<file path="config.mk">
export PLATFORM = sky130hd
export DESIGN_NAME = flash_read_arbiter
export DESIGN_NICKNAME = d
export VERILOG_FILES = /design/src/rtl/flash_read_arbiter.sv
export SDC_FILE = /design/constraint.sdc
export NUM_CORES = 1
export LEC_CHECK = 0
export CAP_MARGIN = 10
export CELL_PAD_IN_SITES_DETAIL_PLACEMENT = 0
export CELL_PAD_IN_SITES_GLOBAL_PLACEMENT = 1
export CORE_MARGIN = 1.5
export CORE_UTILIZATION = 33
export CTS_CLUSTER_SIZE = 25
export DETAILED_ROUTE_END_ITERATION = 12
export PLACE_DENSITY = 0.89
export SLEW_MARGIN = 40
export SYNTH_ARGS = -nofsm -noshare
export SYNTH_HDL_FRONTEND = slang
export SYNTH_SLANG_ARGS = --single-unit
</file>
<file path="constraint.sdc">
create_clock -name CLK50MHZ -period 5.4 [get_ports CLK50MHZ]
set_input_delay 0.54 -clock CLK50MHZ [delete_from_list [all_inputs] [get_ports CLK50MHZ]]
set_output_delay 0.54 -clock CLK50MHZ [all_outputs]
set_load 0.05 [all_outputs]
</file>
<file path="src/rtl/flash_read_arbiter.sv">
// Round-robin arbiter sharing one Avalon-MM flash read port between two requesters.
// One read in flight at a time; a readdatavalid timeout forces completion and sets a sticky error.
module flash_read_arbiter #(
    parameter int unsigned TIMEOUT_CYCLES = 1024,
    parameter int unsigned ADDR_W         = 23
) (
    input  logic              CLK50MHZ,
    input  logic              reset,
    input  logic              req0,
    input  logic              req1,
    input  logic [ADDR_W-1:0] addr0,
    input  logic [ADDR_W-1:0] addr1,
    output logic [31:0]       rd_data,
    output logic              rd_valid0,
    output logic              rd_valid1,
    output logic              busy,
    output logic              timeout_err,
    output logic              flash_mem_read,
    output logic [ADDR_W-1:0] flash_mem_address,
    output logic [3:0]        flash_mem_byteenable,
    input  logic              flash_mem_waitrequest,
    input  logic              flash_mem_readdatavalid,
    input  logic [31:0]       flash_mem_readdata
);

    localparam int unsigned CNT_W = (TIMEOUT_CYCLES > 2) ? $clog2(TIMEOUT_CYCLES) : 1;
    localparam logic [CNT_W-1:0] CNT_LAST = CNT_W'(TIMEOUT_CYCLES - 1);

    typedef enum logic [1:0] {
        S_IDLE,
        S_ISSUE,
        S_WAIT_DATA,
        S_DONE
    } state_e;

    state_e            state_q, state_d;
    logic              last_grant_q, last_grant_d;
    logic              grant_q, grant_d;
    logic [ADDR_W-1:0] addr_q, addr_d;
    logic [31:0]       rd_data_q, rd_data_d;
    logic              timeout_err_q, timeout_err_d;
    logic [CNT_W-1:0]  cnt_q, cnt_d;
    logic              rd_valid0_q, rd_valid0_d;
    logic              rd_valid1_q, rd_valid1_d;
    logic              read_q, read_d;
    logic              busy_q, busy_d;
    logic [3:0]        be_q, be_d;
    logic              winner;

    // State and output registers; outputs are precomputed from the next state
    always_ff @(posedge CLK50MHZ or posedge reset) begin
        if (reset) begin
            state_q       <= S_IDLE;
            last_grant_q  <= 1'b1;
            grant_q       <= 1'b0;
            addr_q        <= '0;
            rd_data_q     <= '0;
            timeout_err_q <= 1'b0;
            cnt_q         <= '0;
            rd_valid0_q   <= 1'b0;
            rd_valid1_q   <= 1'b0;
            read_q        <= 1'b0;
            busy_q        <= 1'b0;
            be_q          <= 4'h0;
        end else begin
            state_q       <= state_d;
            last_grant_q  <= last_grant_d;
            grant_q       <= grant_d;
            addr_q        <= addr_d;
            rd_data_q     <= rd_data_d;
            timeout_err_q <= timeout_err_d;
            cnt_q         <= cnt_d;
            rd_valid0_q   <= rd_valid0_d;
            rd_valid1_q   <= rd_valid1_d;
            read_q        <= read_d;
            busy_q        <= busy_d;
            be_q          <= be_d;
        end
    end

    // Next-state and registered-output decode
    always_comb begin
        state_d       = state_q;
        last_grant_d  = last_grant_q;
        grant_d       = grant_q;
        addr_d        = addr_q;
        rd_data_d     = rd_data_q;
        timeout_err_d = timeout_err_q;
        cnt_d         = cnt_q;
        winner        = 1'b0;

        unique case (state_q)
            S_IDLE: begin
                if (req0 || req1) begin
                    // With both requesting, the side not served last time wins
                    winner       = (req0 && req1) ? ~last_grant_q : req1;
                    grant_d      = winner;
                    last_grant_d = winner;
                    addr_d       = winner ? addr1 : addr0;
                    state_d      = S_ISSUE;
                end
            end
            S_ISSUE: begin
                if (!flash_mem_waitrequest) begin
                    cnt_d   = '0;
                    state_d = S_WAIT_DATA;
                end
            end
            S_WAIT_DATA: begin
                if (flash_mem_readdatavalid) begin
                    rd_data_d = flash_mem_readdata;
                    state_d   = S_DONE;
                end else if (cnt_q == CNT_LAST) begin
                    rd_data_d     = '0;
                    timeout_err_d = 1'b1;
                    state_d       = S_DONE;
                end else begin
                    cnt_d = cnt_q + CNT_W'(1);
                end
            end
            S_DONE: begin
                state_d = S_IDLE;
            end
            default: begin
                state_d = S_IDLE;
            end
        endcase

        read_d      = (state_d == S_ISSUE);
        be_d        = read_d ? 4'hF : 4'h0;
        busy_d      = (state_d != S_IDLE);
        rd_valid0_d = (state_d == S_DONE) && !grant_d;
        rd_valid1_d = (state_d == S_DONE) && grant_d;
    end

    assign rd_data              = rd_data_q;
    assign rd_valid0            = rd_valid0_q;
    assign rd_valid1            = rd_valid1_q;
    assign busy                 = busy_q;
    assign timeout_err          = timeout_err_q;
    assign flash_mem_read       = read_q;
    assign flash_mem_address    = addr_q;
    assign flash_mem_byteenable = be_q;

endmodule

</file>
Word level (Yosys, flattened, before mapping). Cells that the tools add are included.

Flip-flop bits (word level): 78. Word-level logic and storage cells: 53.

Reduce and logical (&&, ||, !) cells: 13. Bitwise gates (word level): 2. Eq/ne operators: 9. Multiplexer cells: 16. Add/subtract/negate cells: 1.

Operators with widths (count): 32-bit two-way mux (2); 10-bit two-way mux (3); 23-bit two-way mux (1); 10-bit one-hot mux with 2 select lines (1); 10-bit by 1-bit adder with 10-bit output, second input constant (1); 10-bit equality test, second input constant (1); 2-bit two-way mux (4); 2-bit one-hot mux with 4 select lines (1); 2-bit equality test, second input constant (3); 2-bit inequality test, second input constant (3); 2-bit nonzero test (3); 2-bit by 1-bit equality test with 1-bit output, second input constant (2); 4-bit two-way mux (1); 2-bit AND reduction (2); 4-bit AND reduction (1); 1-bit logical AND (3); 1-bit two-way mux (3); 3-bit AND reduction (1); 2-bit zero test (1); 1-bit inverter (2); 1-bit zero test (1); 1-bit logical OR (1).

Logic depth before layout (Yosys ltp). Gate-level depths: netlist of the first run.

Word-level depth: 6. Gate-level depth with buffers: 6. Mapped depth without buffers: 5.

Worst setup path before layout of the first run. OpenSTA, ideal clock, no wires.

Kind: register -> register. Start point: register cnt_q[0]. End point: register rd_data_q[0], in the netlist rd_data[0]. Setup time: 121 ps. Data arrival time: 1488 ps. Period minus slack after synthesis: 1609 ps. Path slack: 3791 ps. Stages on the path, launching flop included: 7. Path buffers: 1. Path through: dfrtp_1 ha_1 nand4_4 nor3_4 o21ai_4 buf_6 a22o_1.

Cells in the longest elaborated chain, start to end: 3.

RTL lines: start, declared (RTL line 42) `logic [CNT_W-1:0] cnt_q, cnt_d;`; start signal, assigned (RTL line 72) `cnt_q <= cnt_d;`; 10-bit equality test (RTL line 113) `end else if (cnt_q == CNT_LAST) begin`; 2-bit nonzero test (no line); 2-bit AND reduction (no line); end signal, assigned (RTL line 70) `rd_data_q <= rd_data_d;`; end, declared (RTL line 40) `logic [31:0] rd_data_q, rd_data_d;`.

Every way passes these cells. A chain may end at the register's enable or synchronous reset.

==> run metrics, run 1 <==
outcome finished, final reports clean; Post-DP HPWL 6000 microns; layout cells sized above 1 0.0858; die area 10,200 sq um; largest delay contributor family on the critical path buffers and inverters; power share of the sequential group 0.292; total number of vias 2,580; startpoint types register; Hold WS 0.482 ns; CP bufs+invs 1; die width 101 microns; core area 9280 sq um; post-synthesis cell type count 42; Fin Clk Skew 0.0116 ns; total global routing overflow 0; clock root buffer clkbuf_8; Total Power 0.00313 W; drt pass-1 iters 4; Worst slew margin 0.592; multi-input logic area 1210 sq um; vias in the first global route 2,644; DRT Wirelength 8000 microns; synthesized area 3180 sq um; Comb power frac 0.555; Die Height 101 microns; initial antenna violation count 0; CTS max path bufs 2; unrepaired setup endpoints after global routing no; CTS tree done; Port-buffer cells 147; Pleak 2.19 nW; sequential-to-total area share from yosys stat 0.582; Clock H-tree levels 3; clk slew on worst S/H paths 0.07 ns; max-cap viol count 0; Post-synth top flop dfrtp_1; register area 1850 sq um; GRT Util Overall 0.157; GP Congestion 0.792; Iter 0 DRT Violations 70; Initial Utilization 0.343; Cells after Synth 260; hold_buf cts 0; final period utilization 0.402; largest net degree at the start of global routing 50; first-pass GRT wire length 12,600 microns; drt wl/cell 14.9 microns; Period minus WS final 2.17 ns; crit path kind reg2out; # diodes 0; vias per cell 4.80; share of synthesized flip-flops with an asynchronous set or reset 1.00; Min-Delay Path Class reg2reg; Setup TNS 0 ns; delay of the slowest cell on the worst path 0.85 ns; Skew-Pair Late Insertion Delay 0.33 ns; DRC errors left 0; area post-placement 4800 sq um; I/O pin cnt 148; switching power 0.00145 W; Final ANT Viol Nets 0; crit path DAT 1.63 ns; Cell Chain, Critical Path clkdlybuf4s50_1; Net Sw Frac 0.462; CP Data Required Time 4.86 ns; Synth warnings 0; max-slew violations 0; final setup fails 0; Critical Path End Type output port; Worst-Margin Slew 0.612 ns; number of flops mapped to enable cells by yosys 0; Seq cells post-synth 74; Layout fillers 822; Peak VDD IR 0.000244 V; Post-Syn Nets 345; final instance area 5020 sq um; P&R area growth vs syn 57.7%; syn_area_per_cell 12.2 sq um; power density over cell area 624 nW/um^2; FP Rows 35; Final Hold Fails 0; slowest CP cell clkdlybuf4s50_1; CTS Buf Count 9; utilization after layout 0.541; clock network fraction of total power 0.153; Final nets 489; post-cts sizing count 0; Post-CTS Setup Bufs 0; Clock Sinks 74; Max FO, Critical Path 5; fmax 0.461 GHz; Cell Int Power 0.00169 W
## through the flow
step / cells / setup WS [ns]
after floorplan: 260 / 2.98
after global placement: 518 / 2.85
after detailed placement: 522 / 3.07
after CTS: 537 / 3.19
after global routing: 537 / 3.17
final: 537 / 3.23
## kinds of logic after synthesis
logic type / share of synthesized area
buf+inv: 0.0428
simple gates: 0.100
mux: 0.0754
xor+xnor: 0.00550
compound gates: 0.190
flops: 0.582
fa+ha+maj: 0.00393
## registers in the layout (all words and copies together), names as in the netlist
signal                flops
grant_q                   1
rd_data                  32
timeout_err               1
rd_valid0                 1
cnt_q                    10
state_q                   2
flash_mem_byteenable      1
last_grant_q              1
flash_mem_address        23
rd_valid1                 1
busy                      1
## final cells by class
| cell class | instances | area share |
|---|---|---|
| clock inverters | 4 | 0.0147 |
| well taps | 129 | 0.0321 |
| flip-flops and latches | 74 | 0.369 |
| clock buffers | 11 | 0.0302 |
| repair buffers | 152 | 0.309 |
| inverters | 4 | 0.00299 |
| multi-input cells | 163 | 0.242 |
## path summary, 6_finish.rpt
| check | from | to | slack (ns) | depth (start not counted) |
|---|---|---|---|---|
| worst max-delay path | flash_mem_byteenable[2] | flash_mem_byteenable[3] | 3.23 | 1 |
| worst min-delay path | timeout_err | timeout_err | 0.48 | 1 |
| worst max register to register | cnt_q[0] | rd_data[9] | 3.42 | 6 |
| worst min register to register | timeout_err | timeout_err | 0.48 | 1 |
| max in group asynchronous | reset | rd_data[9] | 3.81 | 3 |
| min in group asynchronous | reset | rd_data[3] | 0.57 | 2 |
## cell usage in the layout (no fill, tap or decap), types with 2 or more instances in the layout
master	netlist	routed
o21ai_0	7	7
a31oi_1	2	2
clkbuf_8	0	11
a22o_1	33	33
a21oi_1	2	2
dfrtp_1	73	73
a211oi_1	3	3
nor2_1	5	5
o21ai_4	1	2
buf_8	0	3
o21ai_1	21	20
o211ai_1	2	2
o31ai_1	2	2
nand3_1	5	5
clkdlybuf4s50_1	0	147
bufinv_16	0	2
mux2i_1	24	24
xnor2_1	2	2
nand2b_1	4	4
inv_1	4	3
nand2_1	29	29
## routing by layer
metal | routed length (microns) | vias to the layer above | global-route usage | share of wire
li1 | - | 1234 | - | -
met5 | 0 | - | 0 | 0
met2 | 3910 | 110 | 0.273 | 0.49
met3 | 732 | 11 | 0.0559 | 0.092
met4 | 97 | 0 | 0.0502 | 0.012
met1 | 3260 | 1225 | 0.182 | 0.41
## power by group through the flow
| stage | Sequential (W) | Clock (W) | Combinational (W) |
|---|---|---|---|
| 4_1_cts | 0.000919 | 0.000499 | 0.00176 |
| 2_1_floorplan | 0.00161 | 0 | 0.000452 |
| 3_5_place_dp | 0.000924 | 0 | 0.00175 |
| 3_3_place_gp | 0.000916 | 0 | 0.00170 |
| 5_1_grt | 0.000943 | 0.000518 | 0.00183 |
| 6_report | 0.000916 | 0.000479 | 0.00174 |
## cell usage after synthesis (all sizes together), types with 2 or more instances
library cell | number | share of area
dfrtp | 73 | 0.57
a22o | 33 | 0.091
nand2 | 29 | 0.034
o21ai | 29 | 0.049
mux2i | 24 | 0.075
buf | 17 | 0.036
nand3 | 5 | 0.0079
nor2 | 5 | 0.0059
inv | 4 | 0.0047
nand2b | 4 | 0.0079
a211oi | 3 | 0.0071
nand4 | 3 | 0.013
o31ai | 3 | 0.011
a21oi | 2 | 0.0031
a31oi | 2 | 0.0039
and2 | 2 | 0.0039
clkbuf | 2 | 0.0024
nor2b | 2 | 0.0047
nor3b | 2 | 0.0098
o211ai | 2 | 0.0047
xnor2 | 2 | 0.0055
(Power assumes the default switching activity.)
==> inputs of run 2 (changes only) <==
CORE_UTILIZATION = 31   (was 33)
PLACE_DENSITY = 0.85   (was 0.89)
clock period = 2.15 ns   (was 5.4 ns; I/O delays follow)
==> run metrics, run 2 (synthesized netlist as in run 1, its figures left out) <==
startpoint types register; Port-buffer cells 147; DRT Wirelength 7860 microns; largest net degree at the start of global routing 47; Critical Path End Type register; fin worst setup slack 0.311 ns; Final nets 491; Fin Clk Skew 0.00933 ns; power share of the sequential group 0.290; # diodes 0; Final Hold Fails 0; GP Congestion 0.780; Worst-Margin Slew 0.532 ns; CP Data Required Time 2.36 ns; Iter 0 DRT Violations 132; DRC errors left 0; Post-CTS Setup Bufs 0; fmax 0.544 GHz; Worst R2R Start cnt_q[0]; first-pass GRT wire length 12,600 microns; Clock Sinks 74; final setup fails 0; initial antenna violation count 0; unrepaired setup endpoints after global routing no; Comb power frac 0.543; most frequent cells in the layout 147 x clkdlybuf4s50_1, 73 x dfrtp_1, 33 x a22o_1; Crit. Startpoint cnt_q[0]; crit path kind reg2reg; Max FO, Critical Path 24; Net Sw Frac 0.456; I/O pin cnt 148; CTS Buf Count 9; total number of vias 2,547; FP Rows 36; power density over cell area 1570 nW/um^2; total global routing overflow 0; outcome finished, final reports clean; switching power 0.00361 W; clk slew on worst S/H paths 0.08 ns; max reg flops 32; Post-DP HPWL 5790 microns; most common cell after layout, fill and taps aside clkdlybuf4s50_1; Pleak 2.20 nW; Min-Delay Path Class in2async; CTS max path bufs 2; Peak VDD IR 0.000728 V; Skew-Pair Late Insertion Delay 0.33 ns; vias per cell 4.68; drt wl/cell 14.4 microns; max-slew violations 0; post-cts sizing count 0; Period minus WS final 1.84 ns; max-cap viol count 0; die area 10,900 sq um; Worst slew margin 0.644; die width 104 microns; Cell Int Power 0.00432 W; crit path DAT 2.05 ns; CTS tree done; Setup WS pre-CTS 0.174 ns; clock root buffer clkbuf_8; Die Height 104 microns; core area 9860 sq um; P&R area growth vs syn 58.4%; Clock H-tree levels 3; Initial Utilization 0.323; vias in the first global route 2,484; clock network fraction of total power 0.167; drt pass-1 iters 4; final period utilization 0.856; layout cells sized above 1 0.0876; Setup TNS 0 ns; hold_buf cts 0; Final ANT Viol Nets 0; GRT Util Overall 0.145
==> run 2: metrics by stage <==
step                      instance area (sq um)  power (W)  std cells   util  hold slack, ns
after floorplan                            3180    0.00518        260      -           0.278
after global placement                     4780    0.00658        527  0.484           0.461
after detailed placement                   4780    0.00664        527  0.484           0.460
after CTS                                  5030    0.00801        543  0.510           0.163
after global routing                       5040    0.00832        544  0.511           0.179
final                                      5040    0.00793        544  0.511           0.166
==> run 2: cell type report <==
| cell class | count | area, sq um |
|---|---|---|
| well taps | 133 | 166 |
| clock buffers | 12 | 155 |
| flip-flops and latches | 74 | 1850 |
| inverters | 4 | 15.0 |
| multi-input cells | 163 | 1210 |
| fillers | 886 | 4820 |
| repair buffers | 154 | 1540 |
| clock inverters | 4 | 97.6 |
==> run 2: worst max-delay path, cell delays in order (launching register included) <==
cell and delay, ns:
dfrtp_1 0.42, ha_1 0.28, nand4_4 0.17, nor3_4 0.29, o21ai_4 0.15, buf_8 0.20
a22o_1 0.19
==> run 2: worst paths after layout <==
kind                                         end  slack [ns]  cells after the start
max                                  rd_data[15]        0.31                      6
min                        flash_mem_address[16]        0.17                      2
max reg2reg                          rd_data[15]        0.31                      6
min reg2reg                          timeout_err        0.48                      1
max in group asynchronous  flash_mem_address[18]        1.38                      3
min in group CLK50MHZ                timeout_err        0.48                      1
==> run 2: power groups by stage <==
stage / clock network, W / registers (W) / logic, W
after floorplan: 0 / 0.00404 / 0.00113
after global placement: 0 / 0.00231 / 0.00427
after detailed placement: 0 / 0.00231 / 0.00432
after CTS: 0.00137 / 0.00230 / 0.00433
after global routing: 0.00144 / 0.00238 / 0.00451
final: 0.00133 / 0.00230 / 0.00430
==> run 2: per-layer routing <==
| metal | part of all wire | vias to the layer above | track usage |
|---|---|---|---|
| li1 | - | 1242 | - |
| met1 | 0.44 | 1197 | 0.187 |
| met2 | 0.48 | 103 | 0.230 |
| met3 | 0.078 | 5 | 0.0539 |
| met4 | 0.0061 | 0 | 0.0327 |
| met5 | 0 | - | 0 |
==> inputs of run 3 (changes only) <==
CTS_CLUSTER_DIAMETER = 200   (was unset)
==> results of run 3 <==
No change in the layout: final DEF, timing and power equal those of run 2.
==> RTL change, RTL diff (flow settings as in run 2) <==
Set the parameter `TIMEOUT_CYCLES` to 512 (it was 1024).
--- a/src/rtl/flash_read_arbiter.sv
+++ b/src/rtl/flash_read_arbiter.sv
@@ -2,5 +2,5 @@
 // One read in flight at a time; a readdatavalid timeout forces completion and sets a sticky error.
 module flash_read_arbiter #(
-    parameter int unsigned TIMEOUT_CYCLES = 1024,
+    parameter int unsigned TIMEOUT_CYCLES = 512,
     parameter int unsigned ADDR_W         = 23
 ) (
Formal check against the unedited RTL: no difference found for any inputs over 10 cycles, from zero or initial values and one cycle with reset high; that may be too few to reach the edited logic, so the function may still have changed.
==> RTL change against run 2 <==
  * Clock skew about the same
  * Count of clock-buffer cells in the layout decreased by 3
  * Worst hold slack improved by 0.055 ns
  * Routed wire length decreased by 3.4%
  * Power increased by 2.5%
  * Sequential cell count decreased by 1
  * Core utilization increased by 1.4 points
  * Worst setup slack got worse by 0.30 ns
  * Global-route usage decreased by 0.17 points
  * First-iteration DRC count decreased by 48%
  * Synthesized area decreased by 2.2%
  * Final area increased by 1.7%
  * Largest cell class unchanged
==> RTL change: results (changes against run 2) <==
stage	metric	value	unit	change
status	status	completed		
yosys	Area contributors post-synth	dfrtp_1, mux2_2, a22o_1		
yosys	sequential share of the synthesized area	58.70	%	+0.51 points
place	placer congestion estimate	0.8492		+8.9%
global_routing	antenna violations before repair	0		unchanged
yosys	post-synthesis xor/xnor area fraction	0	%	-0.55 points
worst_setup_path	CP Data Arrival Time	2.40	ns	+0.35 ns
place	detailed placement HPWL	5729	um	-1.1%
global_routing	largest net degree at the start of global routing	23		-51%
final_layout	Final nets	481		-2.0%
yosys	Synth Area in Adders	0.8035	%	+0.41 points
yosys	Cell variety after synth	35		-17%
global_routing	vias in the first global route	2500		+0.64%
routing	DRT iter0 DRCs	68		-48%
yosys	post-synthesis compound-gate area fraction	13.90	%	-5.1 points
final_layout	Antenna diodes	0		unchanged
worst_setup_path	Slowest Stage Delay on Critical Path	0.53	ns	+0.11 ns
global_routing	first-pass GRT wire length	11560	um	-8.6%
yosys	mux cell area share after synthesis	17.28	%	+9.7 points
worst_setup_path	crit path max fanout	3		-88%
place	pre-CTS setup slack	-0.05649	ns	-0.2309 ns
clocking	CTS clk-pin slew, worst paths	0.07	ns	
worst_setup_path	CP startpoint	cnt_q[1]		
timing	Tmin final	2.138	ns	+0.2981 ns
timing	clk_skew	0.009087	ns	-0.0002478 ns
place	placed cell areas	4862	um^2	+1.8%
timing	Hold Slack	0.2210	ns	+0.05540 ns
worst_setup_path	Reg2Reg Launch Point	cnt_q[1]		
power	Max VDD drop	0.8449	mV	+16%
timing	Slew headroom	63.76	%	-0.64 points
final_layout	layout cell share with drive strength beyond 1	24.31	%	+16 points
routing	WL final	7590	um	-3.4%
yosys	most frequent cells after synthesis	dfrtp_1, mux2_2, a22o_1		
## RTL change: changes by cell type after synthesis, moves of 5 or more
| cell | change |
|---|---|
| buf_2 | -5 |
| clkbuf_1 | +9 |
| mux2_2 | +46 |
| mux2i_1 | -22 |
| nand2_1 | -24 |
| o21ai_1 | -21 |
## RTL change: final cells by class
type | instances | area, um^2
fillers | 887 | 4643
flip-flops and latches | 73 | 1828
repair buffers | 171 | 1697
multi-input cells | 136 | 1194
well taps | 133 | 166.4
clock buffers | 9 | 123.9
clock inverters | 6 | 107.6
inverters | 4 | 15.01
## RTL change: per-stage QoR
stage	cells	total power, mW	util [%]
floorplan	234	5.334	-
global placement	515	6.857	49.74
detailed placement	515	6.909	49.74
CTS	530	8.200	52.15
global route	532	8.511	52.50
finish	532	8.127	52.50
## RTL change: power breakdown
part	internal (mW)	switching, mW	total [mW]
Sequential	1.96	0.318	2.28
Combinational	1.81	2.79	4.60
Clock	0.760	0.490	1.25
## RTL change: final timing paths
path                                         to  cells past startpoint
max in group asynchronous            rd_data[6]                      3
max reg2reg                            cnt_q[7]                      7
max                                    cnt_q[7]                      7
min                        flash_mem_address[4]                      2
min in group CLK50MHZ               timeout_err                      1
min reg2reg                         timeout_err                      1
## RTL change: cell families after synthesis
group / Yosys count
flip-flops: 73
AO/OA/AOI/OAI: 55
multiplexers: 48
AND/OR/NAND/NOR: 31
buffers and inverters: 25
adder cells (fa/ha/maj): 2
## RTL change: timing repair
action	in CTS	in global routing
pin swaps	0	2
endpoints found under the setup margin	3	6
hold endpoints to repair	0	0
setup buffers	0	2
gates resized for setup	3	5
## RTL change: layer usage
layer	share of wire [%]	GRT usage, %	vias to the layer above
met5	0	0	-
met4	1.7	7.588	0
met3	7.3	4.099	10
met2	51	22.93	87
met1	40	17.54	1185
li1	-	-	1179
## RTL change: worst max-delay path, delay by kind of cell, from the launching register on
family,cells,cell delay (ns)
adder cells (fa/ha/maj),2,0.37
AO/OA/AOI/OAI,1,0.13
flip-flops,1,0.39
AND/OR/NAND/NOR,4,1.17
